$ cat src/rtl/byte_strip_n_pkg.sv
// byte_strip_n shared definitions: link-layer token values, FSM states
// and a saturating counter helper, shared with the future un-striper.
package byte_strip_n_pkg;

    localparam logic [7:0] TOK_STP = 8'hFB;
    localparam logic [7:0] TOK_SDP = 8'h5C;
    localparam logic [7:0] TOK_END = 8'hFD;
    localparam logic [7:0] TOK_EDB = 8'hFE;
    localparam logic [7:0] TOK_COM = 8'hBC;
    localparam logic [7:0] TOK_SKP = 8'h1C;
    localparam logic [7:0] TOK_IDL = 8'h7C;

    typedef enum logic {
        COLLECT = 1'b0,
        PAD     = 1'b1
    } state_t;

    function automatic logic [7:0] sat_add8(logic [7:0] a, logic [1:0] b);
        logic [8:0] s;
        s = {1'b0, a} + {7'b0, b};
        return s[8] ? 8'hFF : s[7:0];
    endfunction

endpackage

$ cat src/rtl/byte_strip_n_if.sv
// byte_strip_n bus: serial symbol input (d, dk, in_valid/in_ready) and
// striped word output (lane_data, lane_dk, out_valid) with error reporting.
interface byte_strip_n_if #(
    parameter int LANES = 4,
    parameter int BITS  = 8
);
    logic [BITS-1:0]       d;
    logic                  dk;
    logic                  in_valid;
    logic                  in_ready;
    logic [LANES*BITS-1:0] lane_data;
    logic [LANES-1:0]      lane_dk;
    logic                  out_valid;
    logic                  err_dk;
    logic                  err_pos;
    logic [7:0]            err_cnt;

    modport master (
        output d, dk, in_valid,
        input  in_ready, lane_data, lane_dk, out_valid,
        input  err_dk, err_pos, err_cnt
    );

    modport slave (
        input  d, dk, in_valid,
        output in_ready, lane_data, lane_dk, out_valid,
        output err_dk, err_pos, err_cnt
    );
endinterface

$ cat src/rtl/byte_strip_n_token_check.sv
// Combinational token classifier. Ports: d/dk symbol, cnt current lane;
// is_start, is_end, dk_err, pos_err, need_pad classification outputs.
module byte_strip_n_token_check
    import byte_strip_n_pkg::*;
#(
    parameter int LANES = 4,
    parameter int BITS  = 8,
    localparam int CW   = $clog2(LANES)
) (
    input  logic [BITS-1:0] d,
    input  logic            dk,
    input  logic [CW-1:0]   cnt,
    output logic            is_start,
    output logic            is_end,
    output logic            dk_err,
    output logic            pos_err,
    output logic            need_pad
);
    assign is_start = (d == BITS'(TOK_STP)) || (d == BITS'(TOK_SDP));
    assign is_end   = (d == BITS'(TOK_END)) || (d == BITS'(TOK_EDB));

    // Framing tokens travel with DK=0, everything else with DK=1.
    assign dk_err   = (is_start || is_end) ? dk : !dk;
    assign pos_err  = is_end && (cnt != CW'(LANES - 1));
    assign need_pad = is_start && (cnt != '0);
endmodule

$ cat src/rtl/byte_strip_n.sv
// Serial-to-parallel lane striper with framing checks and IDL realignment.
// Ports: clk, reset (sync, active-high), bus (byte_strip_n_if.slave).
module byte_strip_n
    import byte_strip_n_pkg::*;
#(
    parameter int LANES = 4,
    parameter int BITS  = 8
) (
    input logic         clk,
    input logic         reset,
    byte_strip_n_if.slave bus
);
    localparam int CW = $clog2(LANES);
    localparam logic [CW-1:0] LAST = CW'(LANES - 1);

    state_t                  state;
    state_t                  state_nxt;
    logic [CW-1:0]           cnt;
    logic [LANES-1:0][BITS-1:0] slot_q;
    logic [LANES-1:0][BITS-1:0] word_d;
    logic [LANES-1:0]        slot_k;
    logic [LANES-1:0]        word_k;
    logic [LANES*BITS-1:0]   lane_data_q;
    logic [LANES-1:0]        lane_dk_q;
    logic                    out_valid_q;
    logic                    err_dk_q;
    logic                    err_pos_q;
    logic [7:0]              err_cnt_q;

    logic is_start, is_end, dk_err, pos_err, need_pad;
    logic class_unused;
    logic ready, wr, pad, acc, fire, e_dk, e_pos;

    byte_strip_n_token_check #(
        .LANES (LANES),
        .BITS  (BITS)
    ) u_check (
        .d        (bus.d),
        .dk       (bus.dk),
        .cnt      (cnt),
        .is_start (is_start),
        .is_end   (is_end),
        .dk_err   (dk_err),
        .pos_err  (pos_err),
        .need_pad (need_pad)
    );

    assign class_unused = is_start | is_end;

    always_ff @(posedge clk) begin
        if (reset) state <= COLLECT;
        else       state <= state_nxt;
    end

    // A misplaced start token is held off; the detection cycle already
    // writes the first IDL so the stall lasts exactly LANES-k cycles.
    always_comb begin
        state_nxt = state;
        ready     = 1'b0;
        wr        = 1'b0;
        pad       = 1'b0;
        unique case (state)
            COLLECT: begin
                ready = !need_pad;
                if (bus.in_valid) begin
                    wr  = 1'b1;
                    pad = need_pad;
                    if (need_pad && cnt != LAST) state_nxt = PAD;
                end
            end
            PAD: begin
                wr  = 1'b1;
                pad = 1'b1;
                if (cnt == LAST) state_nxt = COLLECT;
            end
            default: state_nxt = COLLECT;
        endcase
    end

    assign acc   = wr && !pad;
    assign fire  = wr && (cnt == LAST);
    assign e_dk  = acc && dk_err;
    assign e_pos = acc && pos_err;

    always_comb begin
        word_d      = slot_q;
        word_k      = slot_k;
        word_d[cnt] = pad ? BITS'(TOK_IDL) : bus.d;
        word_k[cnt] = pad ? 1'b1 : bus.dk;
    end

    always_ff @(posedge clk) begin
        if (reset) begin
            cnt         <= '0;
            slot_q      <= '0;
            slot_k      <= '0;
            lane_data_q <= '0;
            lane_dk_q   <= '0;
            out_valid_q <= 1'b0;
            err_dk_q    <= 1'b0;
            err_pos_q   <= 1'b0;
            err_cnt_q   <= '0;
        end else begin
            out_valid_q <= fire;
            err_dk_q    <= e_dk;
            err_pos_q   <= e_pos;
            err_cnt_q   <= sat_add8(err_cnt_q,
                                    {1'b0, e_dk} + {1'b0, e_pos});
            if (wr) begin
                slot_q <= word_d;
                slot_k <= word_k;
                cnt    <= (cnt == LAST) ? '0 : cnt + CW'(1);
            end
            if (fire) begin
                lane_data_q <= word_d;
                lane_dk_q   <= word_k;
            end
        end
    end

    assign bus.in_ready  = ready;
    assign bus.lane_data = lane_data_q;
    assign bus.lane_dk   = lane_dk_q;
    assign bus.out_valid = out_valid_q;
    assign bus.err_dk    = err_dk_q;
    assign bus.err_pos   = err_pos_q;
    assign bus.err_cnt   = err_cnt_q;
endmodule

$ cat src/flat_wrapper.sv
// flat-port wrapper written by rule: the top's interface ports become plain ports
module byte_strip_n_flat import byte_strip_n_pkg::*;
#(
    parameter int LANES = 4,
    parameter int BITS  = 8
)
  (clk, reset, bus_d, bus_dk, bus_in_valid, bus_in_ready, bus_lane_data, bus_lane_dk, bus_out_valid, bus_err_dk, bus_err_pos, bus_err_cnt);
  byte_strip_n_if #(.LANES(LANES), .BITS(BITS)) bus_i ();
  input logic clk;
  input logic reset;
  input wire logic [$bits(bus_i.d)-1:0] bus_d;
  input wire logic [$bits(bus_i.dk)-1:0] bus_dk;
  input wire logic [$bits(bus_i.in_valid)-1:0] bus_in_valid;
  output wire logic [$bits(bus_i.in_ready)-1:0] bus_in_ready;
  output wire logic [$bits(bus_i.lane_data)-1:0] bus_lane_data;
  output wire logic [$bits(bus_i.lane_dk)-1:0] bus_lane_dk;
  output wire logic [$bits(bus_i.out_valid)-1:0] bus_out_valid;
  output wire logic [$bits(bus_i.err_dk)-1:0] bus_err_dk;
  output wire logic [$bits(bus_i.err_pos)-1:0] bus_err_pos;
  output wire logic [$bits(bus_i.err_cnt)-1:0] bus_err_cnt;
  assign bus_i.d = bus_d;
  assign bus_i.dk = bus_dk;
  assign bus_i.in_valid = bus_in_valid;
  assign bus_in_ready = bus_i.in_ready;
  assign bus_lane_data = bus_i.lane_data;
  assign bus_lane_dk = bus_i.lane_dk;
  assign bus_out_valid = bus_i.out_valid;
  assign bus_err_dk = bus_i.err_dk;
  assign bus_err_pos = bus_i.err_pos;
  assign bus_err_cnt = bus_i.err_cnt;
  byte_strip_n #(.LANES(LANES), .BITS(BITS)) u_core (.clk(clk), .reset(reset), .bus(bus_i));
endmodule
$ cat config.mk
export PLATFORM = sky130hd
export DESIGN_NAME = byte_strip_n_flat
export DESIGN_NICKNAME = d
export VERILOG_FILES = /design/src/rtl/byte_strip_n_pkg.sv /design/src/rtl/byte_strip_n_if.sv /design/src/rtl/byte_strip_n_token_check.sv /design/src/rtl/byte_strip_n.sv /design/src/flat_wrapper.sv
export SDC_FILE = /design/constraint.sdc
export NUM_CORES = 1
export LEC_CHECK = 0
export BUFFER_PORTS_ARGS = -buffer_cell sky130_fd_sc_hd__buf_2
export CAP_MARGIN = 20
export CORE_MARGIN = 2
export CORE_UTILIZATION = 54
export DETAILED_ROUTE_END_ITERATION = 10
export PLACE_DENSITY = 0.78
export SETUP_SLACK_MARGIN = 0.4
export SLEW_MARGIN = 10
export SYNTH_ARGS = -nofsm -noshare
export SYNTH_HDL_FRONTEND = slang
export SYNTH_SLANG_ARGS = --single-unit
$ cat constraint.sdc
create_clock -name clk -period 3.02 [get_ports clk]
set_clock_uncertainty 0.05 [all_clocks]
set_input_delay 0.302 -clock clk [delete_from_list [all_inputs] [get_ports clk]]
set_output_delay 0.302 -clock clk [all_outputs]
set_load 0.02 [all_outputs]
[Word-level counts from Yosys, hierarchy flattened]
Cells that the tools add are included.
Cells by class
  equal/unequal tests: 6
  magnitude comparators: 2
  bitwise gates (word level): 1
  mux-type cells: 20
  add/subtract/negate cells: 3
  reduce and logical (&&, ||, !) cells: 15
Operators by type and width (count)
  $bwmux W32: 1
  $eq A8 B8 Y1 const B: 3
  $mux W8: 3
  $demux W8 S2: 1
  $add A8 B2 Y9: 1
  $mux W1: 9
  $eq A8 B7 Y1 const B: 1
  $logic_and A1 B1 Y1: 8
  $pmux W1 S2: 3
  $bwmux W4: 1
  $logic_not A1 Y1: 3
  $logic_or A1 B1 Y1: 3
  $lt A2 B3 Y1 const B: 1
  $add A1 B1 Y2: 1
  $add A2 B1 Y2 const B: 1
  $demux W1 S2: 1
  $eq A2 B2 Y1 const B: 1
  $ge A2 B1 Y1 const B: 1
  $mux W2: 1
  $ne A2 B2 Y1 const B: 1
  $reduce_bool A2 Y1: 1
  $not A1 Y1: 1
Storage, ports and cells
  word-level logic and storage cells: 60
  output and inout bits: 48
  bits in registers: 86
  input bits: 12

[Depth between registers and ports, before layout]
Gate-level depths: netlist (run 1).
  depth after elaboration: 11
  mapped depth: 12
  mapped depth without buffers: 12

[Cells and area by module]
Synthesis (run 1) repeated with hierarchy kept, for this count alone.
Second synthesis, totals
  cells, all modules: 352
  area total of the unflattened synthesis: 3360.7 µm²
Modules (own cells, without submodules)
  byte_strip_n: area each 3255.6 µm², cells an instance 340, times used 1, sequential area each 1541.5 µm²
  byte_strip_n_token_check: area each 105.1 µm², cells an instance 12, times used 1, sequential area each 0.0 µm²

[Worst setup path before layout (run 1)]
No wires, ideal clock.
  path type: input-to-reg
  start: input port bus_d[5]
  end: register u_core.err_cnt_q[0] (netlist: u_core.bus.err_cnt[0])
  cell stages on the path: 12
  arrival time: 2.695 ns
  path buffers: 0
  data required time: 2.899 ns
  setup time: 0.071 ns
  setup slack: 0.204 ns
  path through: or4_1 > nor3_2 > nor2_1 > mux2i_1 > a21o_1 > fa_1 > inv_1 > ha_1 > and3_1 > and3_1 > nand3_1 > a21oi_1
Between the ends
  longest elaborated chain between the ends: 11
  elaborated cells on any way between the ends: 19
RTL lines
  start, declared: line flat_wrapper.sv:11  | input wire logic [$bits(bus_i.d)-1:0] bus_d;
  $eq A8 B8 Y1 / $eq A8 B7 Y1 (equally long branches): line byte_strip_n_token_check.sv:19  | assign is_start = (d == BITS'(TOK_STP)) || (d == BITS'(TOK_SDP));
  $logic_or A1 B1 Y1: line byte_strip_n_token_check.sv:19
  $logic_and A1 B1 Y1: line byte_strip_n_token_check.sv:25  | assign need_pad = is_start && (cnt != '0);
  $mux W1: line byte_strip_n.sv:65  | if (bus.in_valid) begin
  $pmux W1 S2: line byte_strip_n.sv:62  | unique case (state)
  $logic_not A1 Y1: line byte_strip_n.sv:80  | assign acc = wr && !pad;
  $logic_and A1 B1 Y1: line byte_strip_n.sv:80
  $logic_and A1 B1 Y1 (on tied branches): line byte_strip_n.sv:82, byte_strip_n.sv:83
  $add A1 B1 Y2 (*): line byte_strip_n.sv:108  | {1'b0, e_dk} + {1'b0, e_pos});
  $add A8 B2 Y9 (*): line byte_strip_n_pkg.sv:20  | s = {1'b0, a} + {7'b0, b};
  $mux W8 (*): line byte_strip_n_pkg.sv:21  | return s[8] ? 8'hFF : s[7:0];
  end signal, assigned: line byte_strip_n.sv:107  | err_cnt_q <= sat_add8(err_cnt_q,
  end, declared: line byte_strip_n.sv:28  | logic [7:0] err_cnt_q;
Every way passes the cells marked *; elsewhere a longest branch is shown, timed or not.
A chain may end at the register's enable or synchronous reset.

[Worst setup path in the final report (run 1)]
Ends and elaborated chain as after synthesis.

==> summary.md, run 1 <==
| Metric | Value |
|---|---|
| Cell Pwr Density | `around 500 nW/um2` |
| Largest net degree at the start of global routing | `55` |
| Starting density of the core | `between 50% and 60%` |
| Setup_tns | `0 ns` |
| Largest family of logic cells by synthesized area | `compound AO/OA/AOI/OAI gates` |
| Inserted Clock Buffers | `9` |
| Die area | `~6700 um2` |
| Synth warn | `0` |
| Area of the multi-input gates | `about 1600 um2` |
| Drt wl/cell | `between 15 and 20 um` |
| Post-synth EDFFs | `0` |
| Max-Cap Viols | `0` |
| Vias | `2905` |
| Met1 usage | `between 30% and 40%` |
| Detailed Route WL | `7777 um` |
| Vias in the first global route | `2642` |
| Register-to-Register Setup Slack | `a little under 0.6 ns` |
| Avg Inst Size Synth | `roughly 8.6 um2` |
| Final period utilization | `approximately 84%` |
| Die W | `~80 um` |
| Slowest stage cell, crit path | `or4_4` |
| Post-synthesis compound-gate area fraction | `a little over a fifth` |
| Final Hold Vio Count | `0` |
| GPL Wtd Cong | `~0.93` |
| Ordered list of cells on the worst path | `buf_2 > or4_4 > nor3_4 > nor2_2 > mux2i_1 > a21o_1 > fa_2 > inv_1 > ha_2 > and3_4 > and3_4 > nand3_4 > a21oi_1` |
| Reg2reg path depth | `12` |
| Port-buffer cells | `59` |
| Synth Area in Adders | `roughly 2.5%` |
| Clock transition at path regs | `0.07 ns` |
| Post-Synthesis Net Count | `slightly below 400` |
| Most common cell after layout, fill and taps aside | `dfxtp_1` |
| CP required | `around 3.3 ns` |
| Worst r2r src | `u_core.cnt[0]$_SDFFE_PP0N_` |
| Slew margin rel. | `59.64%` |
| N_diodes | `0` |
| Number of hold buffers added after CTS | `0` |
| CP Max Fanout | `6` |
| Hold worst-path end | `u_core.slot_q[2]$_SDFFE_PP0N_` |
| H-tree Lvls | `3` |
| Synthesized area | `about 3300 um2` |
| Clock Path Buffers | `2` |
| Die Y | `a little over 80 um` |
| Area Growth Syn to Fin | `17.47%` |
| Top cell by count, worst path | `and3_4` |
| Synth Area in XOR/XNOR | `under 10%` |
| Row Count | `28` |
| Outcome | `completed` |
| Synth Flop Type | `dfxtp_1` |
| Final setup vio count | `0` |
| Async S/R FF share, synth | `0%` |
| M2 GR Usage | `roughly two fifths` |
| Layout net count | `between 400 and 500` |
| Hold Crit Class | `input pin to register` |
| Post-synthesis sequential area ratio | `roughly 47%` |
| Drt first pass iters | `4` |
| Post-DP HPWL | `5486 um` |
| Final min period | `approximately 2.5 ns` |
| Crit path DAT | `about 2.8 ns` |
| VDD IR max | `between 300 and 400 uV` |
| Total track usage | `24.91%` |
| Mapped Cells | `380` |
| Leakage power | `1.511 nW` |
| WHS Path Cells | `3` |
| IO Count | `60` |
| RSZ-0062 raised after global routing | `true` |
| Post-synthesis mux area share | `between 1 and 1.5%` |
| CP startpoint kind | `input pin` |
| CTS root buf | `clkbuf_8` |
| Most frequent cells in the layout | `77 x dfxtp_1, 65 x nor2_1, 59 x buf_2` |
| Pins Over Slew Limit | `0` |
| Max stage delay on crit path | `around 0.55 ns` |
| Via/cell ratio | `between 5 and 6` |
| DRC errors left | `0` |
| Slew @ Worst Pin | `slightly above 0.6 ns` |
| Post-synth cell types | `34` |
| Busiest grt layer | `met2` |
| FF/Latch Area | `about 1500 um2` |
| Clk sinks | `77` |
| FMAX | `about 0.40 GHz` |
| CTS tree | `yes` |
| Tot Pwr | `slightly below 0.002 W` |
| Crit Path Class | `input pin to register` |
| Clock latency at the later pin of the worst-skew pair | `between 0.3 and 0.4 ns` |
| Core outline area | `roughly 6000 um2` |
| Initial antenna violation count | `0` |
| Seq cells post-synth | `77` |
| First-pass GRT wire length | `around 13000 um` |
| Post-DRT Antenna Nets | `0` |
| Met3 Use GR | `4.615%` |
| Post-Synth Simple-Gate Area | `between 20% and 30%` |
| Layout cells sized above 1 | `25.00%` |
| Hold_sp | `bus_d[2]` |
| Setup crit end kind | `register` |
| Reg2reg end | `u_core.bus.err_cnt[6]$_SDFF_PP0_` |
| # fillers | `~540` |
| Grt ovf | `0` |
| Starting DRT DRC Count | `162` |
==> cell families (layout without fill, tap and decap cells) <==
| kind of cell | count (synthesis) | after routing |
|---|---|---|
| and+or+nand+nor | 143 | 143 |
| xor gates and xnor gates | 5 | 5 |
| buffers and inverters | 37 | 93 |
| AOI/OAI and AO/OA | 108 | 108 |
| muxes | 4 | 4 |
| adders and majority gates | 6 | 6 |
| DFF | 77 | 77 |
==> worst max path at each step <==
stage                  start                          endpoint  slack [ns]  cells after the start
floorplan           bus_d[5]  u_core.bus.err_cnt[6]$_SDFF_PP0_        0.30                     12
CTS                 bus_d[5]  u_core.bus.err_cnt[2]$_SDFF_PP0_        0.44                     13
finish              bus_d[5]  u_core.bus.err_cnt[0]$_SDFF_PP0_        0.49                     13
global placement    bus_d[5]  u_core.bus.err_cnt[5]$_SDFF_PP0_        0.09                     13
global route        bus_d[5]  u_core.bus.err_cnt[5]$_SDFF_PP0_        0.35                     13
detailed placement  bus_d[5]  u_core.bus.err_cnt[2]$_SDFF_PP0_       0.003                     13
==> per-stage QoR <==
step	hold slack, ns	setup slack, ns	util (%)	cells	area (um2)
3_3_place_gp	0.3928	0.09394	61.80	495	3637
2_1_floorplan	0.3699	0.2989	-	380	3294
4_1_cts	0.1937	0.4444	64.63	510	3804
3_5_place_dp	0.3963	0.003131	61.80	495	3637
6_report	0.1939	0.4907	65.05	511	3829
5_1_grt	0.2107	0.3536	65.05	511	3829
==> what timing repair did <==
item,CTS,global route
resized for setup,0,4
pin swaps,1,0
endpoints found under the setup margin,3,7
setup buffers,0,1
==> layer usage <==
layer,vias up,share of wire [%]
li1,1437,-
met4,0,2.1
met1,1382,46
met5,-,0
met3,13,5.3
met2,73,47
==> critical path: cells and delay by family <==
kind | cells | cell delay (ns)
multiplexers | 1 | 0.14
adder cells (fa/ha/maj) | 2 | 0.51
AO/OA/AOI/OAI | 2 | 0.32
AND/OR/NAND/NOR | 6 | 1.29
buffers and inverters | 2 | 0.20
==> cell usage after synthesis, types with 2 or more instances <==
cell / number / area [um2]
clkbuf_1: 22 / 82.58
nor3_1: 5 / 25.02
nor3b_1: 12 / 90.09
nand3_1: 12 / 60.06
inv_1: 7 / 26.28
o21ai_0: 4 / 20.02
o21a_1: 3 / 22.52
and3_1: 3 / 18.77
ha_1: 5 / 62.56
nor2b_1: 10 / 62.56
buf_2: 4 / 20.02
a211oi_2: 9 / 112.6
and2_1: 5 / 31.28
a211oi_1: 24 / 180.2
dfxtp_1: 77 / 1541
a21oi_1: 44 / 220.2
buf_6: 3 / 33.78
o22ai_1: 18 / 112.6
a22oi_1: 3 / 22.52
or2_2: 2 / 12.51
nor2_1: 66 / 247.7
nand2_1: 23 / 86.33
nand4_1: 2 / 12.51
mux2i_1: 4 / 40.04
xnor2_1: 3 / 26.28
xor2_1: 2 / 17.52
==> layout make-up <==
| class | count | area share [%] |
|---|---|---|
| clock buffers | 11 | 3.693 |
| clock inverters | 4 | 0.6536 |
| inverters | 7 | 0.6863 |
| multi-input cells | 266 | 42.19 |
| flip-flops and latches | 77 | 40.26 |
| well taps | 75 | 2.451 |
| repair buffers | 71 | 10.07 |
==> power breakdown <==
part | leakage [nW] | switching, W | internal [W]
Combinational | 0.806 | 0.000132 | 0.0000691
Clock | 0.0812 | 0.000365 | 0.000313
Sequential | 0.624 | 0.0000175 | 0.00104
Total | 1.51 | 0.000514 | 0.00143
==> state kept, by name, indices dropped and copies added (netlist names) <==
| register | flops |
|---|---|
| u_core.bus.lane_data | 32 |
| u_core.slot_q | 24 |
| u_core.bus.err_cnt | 8 |
| u_core.bus.lane_dk | 4 |
| u_core.slot_k | 3 |
| u_core.cnt | 2 |
| u_core.bus.err_dk | 1 |
| u_core.bus.err_pos | 1 |
| u_core.bus.out_valid | 1 |
| u_core.state | 1 |
Power figures use the tool's default switching activity.
==> run 2, diff against run 1 <==
- CORE_UTILIZATION: 54 -> 49
- PLACE_DENSITY: 0.78 -> 0.74
- clock period: 3.02 -> 2.1 ns (I/O delays scaled with it)
==> run 2 against run 1 <==
Net effect: the run now ends with setup timing left; global-route usage fell by 0.81 points; cell count rose by 8.6%; sequential share of layout area fell by 5.0 points; critical endpoint is now u_core.bus.err_cnt[4]$_SDFF_PP0_; largest cell class unchanged.
==> summary.md, run 2 (synthesized netlist as in run 1, its figures left out) <==
| Metric | Value |
|---|---|
| Hold Crit Class | `input pin to register` |
| Final Hold Vio Count | `0` |
| WP buf/inv | `2` |
| Slew @ Worst Pin | `about 0.5 ns` |
| RSZ-0062 raised after global routing | `true` |
| Most frequent cells in the layout | `75 x dfxtp_1, 61 x nor2_1, 58 x buf_2` |
| Max stage delay on crit path | `0.54 ns` |
| Clock transition at path regs | `0.08 ns` |
| Clk sinks | `77` |
| Max reg flops | `32` |
| VDD IR max | `just over 500 uV` |
| Drt wl/cell | `between 15 and 20 um` |
| Final setup vio count | `9` |
| Max-Cap Viols | `0` |
| Post-DRT Antenna Nets | `0` |
| Finished Layout Cells | `approximately 560` |
| Via/cell ratio | `approximately 5.6` |
| Post-DP HPWL | `around 5500 um` |
| Final WS setup | `-0.3898 ns` |
| Crit Path Class | `input pin to register` |
| Crit path DAT | `approximately 2.7 ns` |
| Clock latency at the later pin of the worst-skew pair | `0.36 ns` |
| IO Count | `60` |
| Starting density of the core | `51.04%` |
| Detailed Route WL | `slightly below 9000 um` |
| Layout net count | `491` |
| Final min period | `roughly 2.5 ns` |
| Clock Path Buffers | `2` |
| H-tree Lvls | `3` |
| Port-buffer cells | `just under 60` |
| Area Growth Syn to Fin | `34.20%` |
| Total track usage | `24.10%` |
| Final period utilization | `118.6%` |
| Layout cells sized above 1 | `35.77%` |
| Drt first pass iters | `5` |
| Initial antenna violation count | `0` |
| Die area | `about 7300 um2` |
| Leakage power | `approximately 1.8 nW` |
| Cell Pwr Density | `702.3 nW/um2` |
| Slowest stage cell, crit path | `or4_4` |
| First-pass GRT wire length | `between 10000 and 15000 um` |
| Setup crit end kind | `register` |
| Top delay family on crit path | `simple AND/OR/NAND/NOR gates` |
| Starting DRT DRC Count | `between 100 and 150` |
| Largest net degree at the start of global routing | `just under 80` |
| # fillers | `just under 500` |
| Final Cell Area | `~4400 um2` |
| Placed cell areas | `between 3000 and 4000 um2` |
| Ordered list of cells on the worst path | `buf_6 > or4_4 > nor3_4 > nor2_2 > mux2i_1 > a21o_1 > fa_2 > inv_2 > ha_4 > and3_4 > and3_4 > nand3_4 > a21oi_2` |
| Slew margin rel. | `between 60% and 70%` |
| CTS root buf | `clkbuf_8` |
| Outcome | `finished with violations` |
| Core outline area | `approximately 6400 um2` |
| Die W | `~86 um` |
| Vias | `3121` |
| CTS tree | `yes` |
| Placed Cells | `roughly 520` |
| Failing checks | `setup timing` |
| Grt ovf | `0` |
| FMAX | `~0.4 GHz` |
| CP startpoint kind | `input pin` |
| CP required | `roughly 2.3 ns` |
| CP Max Fanout | `6` |
| GPL Wtd Cong | `between 0.8 and 0.9` |
| Pins Over Slew Limit | `0` |
| Register-to-Register Setup Slack | `-0.35 ns` |
| DRC errors left | `0` |
| N_diodes | `0` |
| Most common cell after layout, fill and taps aside | `dfxtp_1` |
| Die Y | `approximately 86 um` |
| Vias in the first global route | `roughly 2900` |
| Tot Pwr | `slightly above 0.003 W` |
| Inserted Clock Buffers | `9` |
| Top cell by count, worst path | `and3_4` |
| Row Count | `29` |
==> run 2: layout make-up <==
| cell class | instances | area (um2) | share of cell area, % |
|---|---|---|---|
| clock inverters | 2 | 38.79 | 0.8867 |
| clock buffers | 14 | 172.7 | 3.947 |
| inverters | 7 | 26.28 | 0.6007 |
| well taps | 77 | 96.34 | 2.203 |
| repair buffers | 111 | 753.2 | 17.22 |
| multi-input cells | 267 | 1743 | 39.85 |
| flip-flops and latches | 77 | 1544 | 35.30 |
==> run 2: power by group <==
group	total, W	internal (W)	switching, W	leakage [nW]
combinational	0.000356	0.000145	0.000210	1.04
sequential	0.00153	0.00150	0.0000241	0.625
clock	0.00119	0.000653	0.000537	0.107
total	0.00307	0.00230	0.000771	1.78
==> run 2: timing repair <==
action,CTS,global route
hold buffers,0,0
gates resized for setup,21,30
pin swaps,4,12
cloned,1,1
setup endpoints to repair,50,58
buffers inserted,10,3
==> run 2: path summary, 6_finish.rpt <==
check,cells past startpoint,from,to
max,13,bus_d[5],u_core.bus.err_cnt[4]$_SDFF_PP0_
max reg2reg,13,u_core.cnt[0]$_SDFFE_PP0N_,u_core.bus.err_cnt[4]$_SDFF_PP0_
min,2,reset,u_core.bus.out_valid$_SDFF_PP0_
min reg2reg,2,u_core.slot_q[17]$_SDFFE_PP0N_,u_core.slot_q[17]$_SDFFE_PP0N_
==> run 2: per-stage QoR <==
step           hold slack, ns  setup TNS (ns)  worst slack (ns)  util [%]
6_report              0.06791          -3.250           -0.3898     68.50
5_1_grt               0.07909          -4.162           -0.5002     68.50
4_1_cts               0.08538          -2.728           -0.3363     66.26
3_5_place_dp           0.3974          -6.305           -0.8221     60.36
3_3_place_gp           0.3908          -5.456           -0.6990     60.36
2_1_floorplan          0.2779          -4.128           -0.5291         -
==> run 2: routing by layer <==
layer	vias up	wire (um)	track usage, %
li1	1529	-	-
met1	1481	3800	29.88
met2	90	4155	39.56
met3	21	461	5.101
met4	0	275	12.55
met5	-	0	0
==> run 3, diff against run 2 <==
- CORE_ASPECT_RATIO: not set -> 0.9
- CORE_UTILIZATION: 49 -> 45
- PLACE_DENSITY: 0.74 -> 0.69
==> run 3 against run 2 <==
Net effect: the flow still finishes with violations (setup timing); utilization down 6.9 points; non-clock buffer count shrank 4; power decreased by 6.0%; largest cell class unchanged.
==> summary.md, run 3 (synthesized netlist as in run 1, its figures left out) <==
| Metric | Value |
|---|---|
| FF/Latch Area | `1544 um2` |
| Crit Path Class | `input pin to register` |
| Layout cells sized above 1 | `around 36%` |
| Drt first pass iters | `7` |
| Final Hold Vio Count | `0` |
| Switching Share | `around 28%` |
| Max-Cap Viols | `0` |
| Starting DRT DRC Count | `roughly 260` |
| NetSw | `0.0008045 W` |
| Die area | `7941 um2` |
| Final period utilization | `115.6%` |
| Placed cell areas | `approximately 3800 um2` |
| Row Count | `29` |
| Outcome | `finished with violations` |
| Number of hold buffers added after CTS | `0` |
| Total track usage | `between 20 and 25%` |
| GPL Wtd Cong | `about 0.83` |
| Post-DP HPWL | `5484 um` |
| FMAX | `roughly 0.4 GHz` |
| Slew @ Worst Pin | `~0.45 ns` |
| Combinational share of power | `between 10% and 20%` |
| IO Count | `60` |
| Via/cell ratio | `approximately 5.5` |
| Utilization after layout | `about three fifths` |
| Sequential share of power | `52.8%` |
| Final Cell Area | `4337 um2` |
| VDD IR max | `approximately 350 uV` |
| Most common cell after layout, fill and taps aside | `dfxtp_1` |
| CP startpoint kind | `input pin` |
| Setup crit end kind | `register` |
| Pint | `roughly 0.0021 W` |
| Die W | `roughly 94 um` |
| CP required | `2.34 ns` |
| CP Max Fanout | `6` |
| Drt wl/cell | `approximately 16 um` |
| Vias in the first global route | `~2800` |
| Vias | `a little over 3000` |
| Layout net count | `approximately 490` |
| Initial antenna violation count | `0` |
| Final min period | `around 2.4 ns` |
| Starting density of the core | `46.30%` |
| Clk sinks | `77` |
| Post-DRT Antenna Nets | `0` |
| RSZ-0062 raised after global routing | `true` |
| Final hold slack | `between 0.1 and 0.15 ns` |
| Clock Path Buffers | `2` |
| Die Y | `84.74 um` |
| Reg2reg path depth | `12` |
| Largest net degree at the start of global routing | `63` |
| Final WS setup | `-0.3280 ns` |
| WHS Path Cells | `3` |
| Failing checks | `setup timing` |
| Worst r2r src | `u_core.cnt[0]$_SDFFE_PP0N_` |
| H-tree Lvls | `3` |
| # fillers | `630` |
| DRC errors left | `0` |
| Hold Crit Class | `input pin to register` |
| Setup_tns | `-2.418 ns` |
| Port-buffer cells | `59` |
| Cell Pwr Density | `666.2 nW/um2` |
| Slew margin rel. | `69.68%` |
| Grt ovf | `0` |
| Reg2reg end | `u_core.bus.err_cnt[3]$_SDFF_PP0_` |
| Setup WS pre-CTS | `-0.7797 ns` |
| N_diodes | `0` |
| Hold worst-path end | `u_core.slot_k[0]$_SDFFE_PP0N_` |
| First-pass GRT wire length | `13480 um` |
| Crit path DAT | `about 2.7 ns` |
| Max reg flops | `32` |
| Final setup vio count | `8` |
| Register-to-Register Setup Slack | `-0.27 ns` |
| Core outline area | `around 7000 um2` |
| Clock transition at path regs | `approximately 0.080 ns` |
| Most frequent cells in the layout | `75 x dfxtp_1, 61 x nor2_1, 59 x buf_2` |
| Pins Over Slew Limit | `0` |
| CTS root buf | `clkbuf_8` |
| Clk pwr share | `around 35%` |
| Clock latency at the later pin of the worst-skew pair | `about 0.35 ns` |
| Hold_sp | `bus_dk` |
| Area Growth Syn to Fin | `33.05%` |
| Leakage power | `between 1.5 and 2 nW` |
| Area of the multi-input gates | `about 1700 um2` |
| Detailed Route WL | `about 8900 um` |
| Inserted Clock Buffers | `9` |
| CTS tree | `yes` |
==> run 3: cell types whose count changed in the layout (fill, tap and decap cells not counted), moves of 2 or more <==
| cell | delta |
|---|---|
| nor2b_1 | -2 |
| clkbuf_1 | -2 |
| nor3_2 | +2 |
| buf_6 | -4 |
| buf_4 | -3 |
| clkinv_4 | +3 |
| nor3_1 | -2 |
| o21ai_4 | -2 |
| clkinv_2 | +3 |
| clkbuf_8 | -3 |
| clkbuf_16 | +2 |
==> run 3: final cells by class <==
class,count,area share [%]
clock inverters,7,1.154
clock buffers,9,2.856
repair buffers,107,17.20
flip-flops and latches,77,35.60
multi-input cells,266,39.90
inverters,7,0.6059
well taps,93,2.683
==> run 3: through the flow <==
step                      power, W  instances
final                     0.002889        566
after floorplan           0.001764        380
after global placement    0.001864        533
after detailed placement  0.001871        533
after CTS                 0.002876        556
after global routing      0.003024        566
==> run 3: worst max-delay path, cell delays in order <==
cell and delay (ns):
buf_6 0.09, or4_4 0.54, nor3_4 0.22, nor2_2 0.06, mux2i_1 0.14, a21o_1 0.18, fa_2 0.35, inv_2 0.07
ha_4 0.12, and3_4 0.18, and3_4 0.21, nand3_4 0.13, a21oi_2 0.16
==> run 3: metal layers <==
layer / vias up / routed length [um] / global-route usage (%)
li1: 1510 / - / -
met1: 1465 / 4057 / 29.41
met2: 108 / 4170 / 32.53
met3: 12 / 581 / 6.732
met4: 0 / 93 / 6.192
met5: - / 0 / 0
==> run 3: power by group through the flow <==
stage	clock network, W	registers [W]	logic [W]
3_3_place_gp	0	0.00156	0.000307
3_5_place_dp	0	0.00156	0.000312
2_1_floorplan	0	0.00156	0.000200
4_1_cts	0.00102	0.00153	0.000331
5_1_grt	0.00110	0.00153	0.000392
6_report	0.00100	0.00153	0.000363
==> run 3: what timing repair did <==
action / 4_1_cts / 5_1_grt
pin swaps: 7 / 8
cloned: 1 / 5
hold endpoints to repair: 0 / 0
endpoints found under the setup margin: 57 / 40
gates resized for setup: 21 / 29
setup buffers: 6 / 5
==> run 3: how the worst max path moves through the flow <==
stage              from                                to  depth (start not counted)
3_5_place_dp   bus_d[5]  u_core.bus.err_cnt[5]$_SDFF_PP0_                         13
6_report       bus_d[7]  u_core.bus.err_cnt[3]$_SDFF_PP0_                         13
3_3_place_gp   bus_d[5]  u_core.bus.err_cnt[5]$_SDFF_PP0_                         13
5_1_grt        bus_d[7]  u_core.bus.err_cnt[7]$_SDFF_PP0_                         12
4_1_cts        bus_d[0]  u_core.bus.err_cnt[5]$_SDFF_PP0_                         13
2_1_floorplan  bus_d[5]  u_core.bus.err_cnt[6]$_SDFF_PP0_                         12
